## config.mk

```make
export PLATFORM = sky130hd
export DESIGN_NAME = scan_chain_selftest
export DESIGN_NICKNAME = d
export VERILOG_FILES = /design/src/rtl/scan_chain_selftest.sv
export SDC_FILE = /design/constraint.sdc
export NUM_CORES = 1
export LEC_CHECK = 0
export BUFFER_PORTS_ARGS = -buffer_cell sky130_fd_sc_hd__buf_2
export CAP_MARGIN = 20
export CORE_ASPECT_RATIO = 1.75
export CORE_UTILIZATION = 50
export CTS_CLUSTER_DIAMETER = 40
export DETAILED_ROUTE_END_ITERATION = 10
export PLACE_DENSITY_LB_ADDON = 0.25
export REMOVE_ABC_BUFFERS = 1
export SYNTH_ARGS = -nofsm -noshare
export SYNTH_HDL_FRONTEND = slang
export SYNTH_SLANG_ARGS = --single-unit
export TNS_END_PERCENT = 1
```

## constraint.sdc

```tcl
create_clock -name clk -period 6.6 [get_ports clk]
set_input_delay 1.32 -clock clk [delete_from_list [all_inputs] [get_ports clk]]
set_output_delay 1.32 -clock clk [all_outputs]
set_load 0.005 [all_outputs]
```

## src/rtl/scan_chain_selftest.sv

```systemverilog
// On-chip pulse launcher and checker for the fabric scan chain: flushes the chain, fires
// periodic single-bit pulses into sc_head and compares sc_tail against a delay-line model.
module scan_chain_selftest #(
    parameter int CHAIN_LEN  = 80,
    parameter int PERIOD     = 20,
    parameter int NUM_PULSES = 4,
    parameter int ERR_W      = 16
) (
    input  logic             clk,
    input  logic             Reset_n,
    input  logic             start,
    output logic             sc_head,
    input  logic             sc_tail,
    output logic             busy,
    output logic             done,
    output logic             pass,
    output logic [ERR_W-1:0] err_count
);

    localparam int CW = (CHAIN_LEN  > 1) ? $clog2(CHAIN_LEN)  : 1;
    localparam int PW = (PERIOD     > 1) ? $clog2(PERIOD)     : 1;
    localparam int NW = (NUM_PULSES > 1) ? $clog2(NUM_PULSES) : 1;

    typedef enum logic [2:0] {IDLE, FLUSH, RUN, DRAIN, DONE} state_t;

    state_t                 state_reg, state_next;
    logic [CW-1:0]          cnt_reg, cnt_next;
    logic [PW-1:0]          phase_reg, phase_next;
    logic [NW-1:0]          pulse_reg, pulse_next;
    logic                   sc_head_reg;
    logic [ERR_W-1:0]       err_reg;
    logic [CHAIN_LEN-1:0]   model_reg;
    logic [1:0]             rst_pipe_reg;
    logic                   rst_n;
    logic                   launch;
    logic                   mismatch;

    // Reset asserts immediately but releases two edges after Reset_n rises.
    always_ff @(posedge clk or negedge Reset_n) begin
        if (!Reset_n) begin
            rst_pipe_reg <= 2'b00;
        end else begin
            rst_pipe_reg <= {rst_pipe_reg[0], 1'b1};
        end
    end
    assign rst_n = rst_pipe_reg[1];

    assign launch = ((state_reg == IDLE) || (state_reg == DONE)) && start;

    always_comb begin
        state_next = state_reg;
        cnt_next   = cnt_reg;
        phase_next = phase_reg;
        pulse_next = pulse_reg;
        unique case (state_reg)
            IDLE, DONE: begin
                if (start) begin
                    state_next = FLUSH;
                    cnt_next   = '0;
                    phase_next = '0;
                    pulse_next = '0;
                end
            end
            FLUSH: begin
                if (cnt_reg == CW'(CHAIN_LEN - 1)) begin
                    state_next = RUN;
                    cnt_next   = '0;
                end else begin
                    cnt_next = cnt_reg + 1'b1;
                end
            end
            RUN: begin
                if (phase_reg == PW'(PERIOD - 1)) begin
                    phase_next = '0;
                    if (pulse_reg == NW'(NUM_PULSES - 1)) begin
                        state_next = DRAIN;
                        pulse_next = '0;
                    end else begin
                        pulse_next = pulse_reg + 1'b1;
                    end
                end else begin
                    phase_next = phase_reg + 1'b1;
                end
            end
            DRAIN: begin
                if (cnt_reg == CW'(CHAIN_LEN - 1)) begin
                    state_next = DONE;
                    cnt_next   = '0;
                end else begin
                    cnt_next = cnt_reg + 1'b1;
                end
            end
            default: state_next = IDLE;
        endcase
    end

    always_ff @(posedge clk or negedge rst_n) begin
        if (!rst_n) begin
            state_reg   <= IDLE;
            cnt_reg     <= '0;
            phase_reg   <= '0;
            pulse_reg   <= '0;
            sc_head_reg <= 1'b0;
        end else begin
            state_reg   <= state_next;
            cnt_reg     <= cnt_next;
            phase_reg   <= phase_next;
            pulse_reg   <= pulse_next;
            // Decided from next-cycle values so the flop output itself marks the pulse cycle.
            sc_head_reg <= (state_next == RUN) && (phase_next == PW'(PERIOD - 1));
        end
    end

    // Delay line: model_reg[i] holds sc_head from i+1 cycles ago.
    genvar gi;
    generate
        for (gi = 0; gi < CHAIN_LEN; gi++) begin : g_model
            always_ff @(posedge clk or negedge rst_n) begin
                if (!rst_n) begin
                    model_reg[gi] <= 1'b0;
                end else if (launch) begin
                    model_reg[gi] <= 1'b0;
                end else begin
                    if (gi == 0) begin
                        model_reg[gi] <= sc_head_reg;
                    end else begin
                        model_reg[gi] <= model_reg[(gi == 0) ? 0 : gi - 1];
                    end
                end
            end
        end
    endgenerate

    assign mismatch = ((state_reg == RUN) || (state_reg == DRAIN)) &&
                      (sc_tail != model_reg[CHAIN_LEN-1]);

    always_ff @(posedge clk or negedge rst_n) begin
        if (!rst_n) begin
            err_reg <= '0;
        end else if (launch) begin
            err_reg <= '0;
        end else if (mismatch && (err_reg != {ERR_W{1'b1}})) begin
            err_reg <= err_reg + 1'b1;
        end
    end

    assign sc_head   = sc_head_reg;
    assign busy      = (state_reg == FLUSH) || (state_reg == RUN) || (state_reg == DRAIN);
    assign done      = (state_reg == DONE);
    assign pass      = done && (err_reg == '0);
    assign err_count = err_reg;

endmodule

```

==> Yosys cells after proc, flatten, opt, wreduce, memory -nomap -nowiden <==
Cells that the tools add are included.
W data, S select, Z words.
{ "totals": {"output_inout_bits": 20, "inputBits": 4, "reg_bits": 116, "elab_cells": 220} }
{ "classes": {"reduce_logical": 18, "n_eq_ne": 13, "muxes": 98, "add_sub_neg": 4} }
{ "ops": {"columns": ["operator", "n"], "rows": [
  ["$mux W1", 80],
  ["$mux W16", 2],
  ["$add A16 B1 Y16 const B", 1],
  ["$logic_not A16 Y1", 1],
  ["$ne A16 B16 Y1 const B", 1],
  ["$mux W3", 5],
  ["$mux W7", 2],
  ["$pmux W7 S2", 1],
  ["$pmux W3 S4", 1],
  ["$eq A5 B5 Y1 const B", 2],
  ["$mux W5", 2],
  ["$pmux W5 S2", 1],
  ["$eq A3 B2 Y1 const B", 3],
  ["$add A7 B1 Y7 const B", 1],
  ["$eq A7 B7 Y1 const B", 1],
  ["$mux W2", 3],
  ["$reduce_bool A2 Y1", 3],
  ["$add A5 B1 Y5 const B", 1],
  ["$logic_and A1 B1 Y1", 5],
  ["$logic_or A1 B1 Y1", 4],
  ["$ne A2 B2 Y1 const B", 2],
  ["$pmux W2 S2", 1],
  ["$reduce_or A2 Y1", 2],
  ["$eq A3 B1 Y1 const B", 1],
  ["7 further kinds", 7]
]} }

==> Depth between registers and ports, before layout <==
{ "logic_depth": {"word_depth": 6, "ltp_mapped": 6, "mapped_depth_nobuf": 5} }

==> Least setup slack after synthesis <==
Ideal clock, no wire load.
{ "synth_timing": {"path_type": "input port to flip-flop", "start": "input port sc_tail", "end": "register err_reg[15], in the netlist err_count[15]", "arrival_time_ps": 2680, "setup_ps": 78, "path_slack_ps": 3842, "required_ps": 6522, "path_buffers": 0, "path_stages": 4, "cell_sequence": "xnor2_1 > or4_4 > or4_1 > a21oi_1"} }
{ "synth_between": {"elab_chain_len": 4} }
{ "synth_lines": {"columns": ["element", "line", "source"], "rows": [
  ["from (decl)", "13", "input logic sc_tail,"],
  ["$ne A1 B1 Y1", "135", "(sc_tail != model_reg[CHAIN_LEN-1]);"],
  ["$logic_and A1 B1 Y1", "134", "assign mismatch = ((state_reg == RUN) || (state_reg == DRAIN)) &&"],
  ["$logic_and A1 B1 Y1", "142", "end else if (mismatch && (err_reg != {ERR_W{1'b1}})) begin"],
  ["$reduce_bool A2 Y1 (no source line)", null, null],
  ["to (signal assigned)", "143", "err_reg <= err_reg + 1'b1;"],
  ["to (decl)", "31", "logic [ERR_W-1:0] err_reg;"]
]} }
No other way between the ends.
A chain may end at the register's enable or synchronous reset.

==> Final worst setup path <==
{ "layout_timing": {"start": "register err_reg[0], in the netlist err_count[0]", "end": "output port pass"} }
{ "layout_between": {"elab_chain_len": 2} }
{ "layout_lines": {"columns": ["element", "line", "source"], "rows": [
  ["$logic_not A16 Y1", "150", "assign pass = done && (err_reg == '0);"],
  ["$logic_and A1 B1 Y1", "150", null],
  ["to (decl)", "16", "output logic pass,"]
]} }
No other way between the ends.

==> results.py <==
metrics = {
    "run_status": {
        "status": "finished clean",
    },
    "sta": {
        "max_freq_mhz": 305,
        "skew_ns": 0.00683,
        "tightest_slew_ns": 0.936,
        "finalCritPeriodShare_pct": 49.8,
        "finalSetupViolCount": 0,
        "min_period_ns": 3.28,
        "slew_headroom_pct": 37.6,
        "rsz0062_at_grt": "false",
        "fin_setup_tns_ns": 0,
        "hold_violations": 0,
        "holdWs_ns": 0.283,
        "slew_violations": 0,
    },
    "pwr": {
        "p_int_uw": 1410,
        "switchingPower_uw": 402,
        "vdd_ir_drop_max_v": 0.000226,
        "p_leak_uw": 0.00266,
        "p_sw_share_pct": 22.2,
        "clkPwrFrac_pct": 51.2,
        "p_per_area_nw_per_um2": 333,
        "seqPwrFrac_pct": 42.8,
        "power_uw": 1810,
        "power_frac_comb_pct": 6.0,
    },
    "grt": {
        "grt_use_total_pct": 19.4,
        "grt_max_degree": 95,
        "grt_pass1_vias": 2960,
        "grt_pass1_wl_um": 13800,
        "antenna_found_initial": 0,
        "grt_overflow": 0,
    },
    "clock_tree": {
        "clk_latency_ns": 0.41,
        "cts_setup_buffers": 0,
        "cts.sinks": 116,
        "ctsHoldBuffers": 0,
        "cts_buffers": 17,
        "cts-root-buf": "clkbuf_16",
        "cts.htree.levels": 4,
        "cts_resized": 0,
        "clock_path_buffers": 2,
        "clk_pin_slew_ns": 0.05,
        "cts_tree": "yes",
    },
    "layout": {
        "syn_to_final_growth_pct": 18.0,
        "fin_nets": 427,
        "multi_input_area_um2": 1580,
        "drive_above_1_share_pct": 16.2,
        "area.sequential_um2": 2910,
        "fin_util_pct": 61.8,
        "antenna_cells": 0,
        "finalNonFillerCells": 548,
        "largest_reg_flops": 80,
        "n_fill_cell": 728,
    },
    "synthesis": {
        "synth_top_family_by_area": "simple AND/OR/NAND/NOR gates",
        "synth.most_common_cell": "dfrtp_1",
        "synth_area_leaders": "dfrtp_1 (63%), and2_1 (11%), nand2_1 (1.6%)",
        "yosysTopAreaCellShare_pct": 63.2,
        "yosys_warnings": 0,
        "synth-seq-cells": 116,
        "synth_top_flop_cell": "dfrtp_1",
        "synth_edf_count": 0,
        "yosys.area.top_type": "dfrtp_1",
        "synth_compound_area_share_pct": 7.81,
        "avgSynthCellArea_um2": 11.8,
        "yosys.cell_types.count": 49,
        "synth_fa_ha_area_share_pct": 1.36,
        "synthXorXnorAreaFrac_pct": 0.191,
        "synthesis.instances": 390,
        "async_flop_share_pct": 100,
        "syn-cell-area_um2": 4600,
        "synthSimpleGateAreaFrac_pct": 23.7,
        "post_synth_mux_area_share_pct": 1.33,
        "synth_common_cells": "dfrtp_1 (116), and2_1 (80), nand2_1 (19)",
        "yosysSeqAreaShare_pct": 63.2,
    },
    "critical_path": {
        "cpPeakStageDelay_ns": 0.45,
        "required_ns": 5.28,
        "slowest_stage": "dfrtp_1",
        "path_cells": "inv_1, ha_1, or3b_2, nor4_1, buf_2",
        "crit_path_max_fanout": 8,
        "arrival_ns": 1.96,
        "cp_num_buf_inv": 2,
        "startpoint_type": "flip-flop",
        "critPathTopFamily": "simple AND/OR/NAND/NOR gates",
        "path_class": "flip-flop to output port",
        "rrSetupSlack_ns": 4.25,
        "end_kind": "output port",
    },
    "detailed_routing": {
        "wl_um": 7970,
        "drc": 0,
        "vias": 2951,
        "detail-route-antenna-nets": 0,
        "detail_route.wl_per_cell_um": 14.6,
        "first_pass_iters": 4,
        "vias_per_cell": 5.39,
        "drt-initial-drc-count": 150,
    },
    "floorplan": {
        "die_y_um": 129,
        "die_x_um": 74.5,
        "core_region_area_um2": 8780,
        "row_count": 45,
        "dieArea_um2": 9590,
        "start_util_pct": 52.3,
        "io_pins": 24,
    },
    "placement": {
        "gp_congestion": 0.802,
        "dp_hpwl_um": 4820,
        "dp.cells": 516,
        "port_buffers": 23,
    },
    "run": {
        "drv_cap": 0,
    },
    "worst_hold_path": {
        "holdCritPathClass": "flip-flop to async pin",
    },
}
-- final cells by class --
cell class,instances,area share [%]
Clock buffer,24,8.88
Inverter,12,0.830
Clock inverter,8,2.28
Timing Repair Buffer,26,2.54
Tap cell,117,2.70
Multi-Input combinational cell,245,29.2
Sequential cell,116,53.6
-- per-stage QoR --
| step | cell area [µm²] | setup slack (ns) |
|---|---|---|
| floorplan | 4530 | 3.13 |
| global placement | 4820 | 3.66 |
| detailed placement | 4820 | 3.57 |
| CTS | 5420 | 3.25 |
| global route | 5420 | 3.14 |
| finish | 5420 | 3.32 |
-- cells in the final DEF, fill, tap and decap left out, types with 10 or more instances in the layout --
cell type and count:
and2_1 80, nand3_1 14, nor2_1 10, inv_1 12, a21oi_1 11, dfrtp_1 115
buf_2 23, clkbuf_16 17, nand2_1 19, o21ai_0 10
-- path summary, 6_finish.rpt --
check                                               start                   endpoint  cells past startpoint
worst max-delay path             err_count[0]$_DFFE_PN0P_                       pass                      5
worst min-delay path            rst_pipe_reg[1]$_DFF_PN0_          sc_head$_DFF_PN0_                      0
worst max register to register   err_count[0]$_DFFE_PN0P_   err_count[1]$_DFFE_PN0P_                      5
worst min register to register  rst_pipe_reg[1]$_DFF_PN0_          sc_head$_DFF_PN0_                      0
max in group asynchronous       rst_pipe_reg[1]$_DFF_PN0_   err_count[2]$_DFFE_PN0P_                      1
min in group clk                rst_pipe_reg[0]$_DFF_PN0_  rst_pipe_reg[1]$_DFF_PN0_                      0
-- logic make-up after synthesis --
logic type / after synthesis
multiplexers: 6
XOR/XNOR: 1
AO/OA/AOI/OAI: 53
other: 1
adder cells (fa/ha/maj): 5
flip-flops: 116
AND/OR/NAND/NOR: 179
buffers and inverters: 29
-- power by group through the flow --
stage,clock [µW],combinational [µW],sequential (µW)
2_1_floorplan,0,71.4,783
3_5_place_dp,0,110,785
4_1_cts,949,110,774
3_3_place_gp,0,106,782
5_1_grt,980,127,779
6_report,926,108,774
-- layer usage --
| metal | up-vias | global-route usage [%] | part of all wire, % |
|---|---|---|---|
| li1 | 1408 | - | - |
| met1 | 1486 | 23.8 | 45 |
| met2 | 42 | 30.3 | 50 |
| met3 | 15 | 6.42 | 3.0 |
| met4 | 0 | 9.77 | 2.1 |
| met5 | - | 0 | 0 |
-- worst reg2reg max path: stages (launching register included) --
cell	delay (ns)
dfrtp_1	0.46
ha_1	0.24
nand3_1	0.19
or4_2	0.81
o21ai_2	0.20
mux2_2	0.34
No activity file was read; power rests on OpenSTA's default activity.
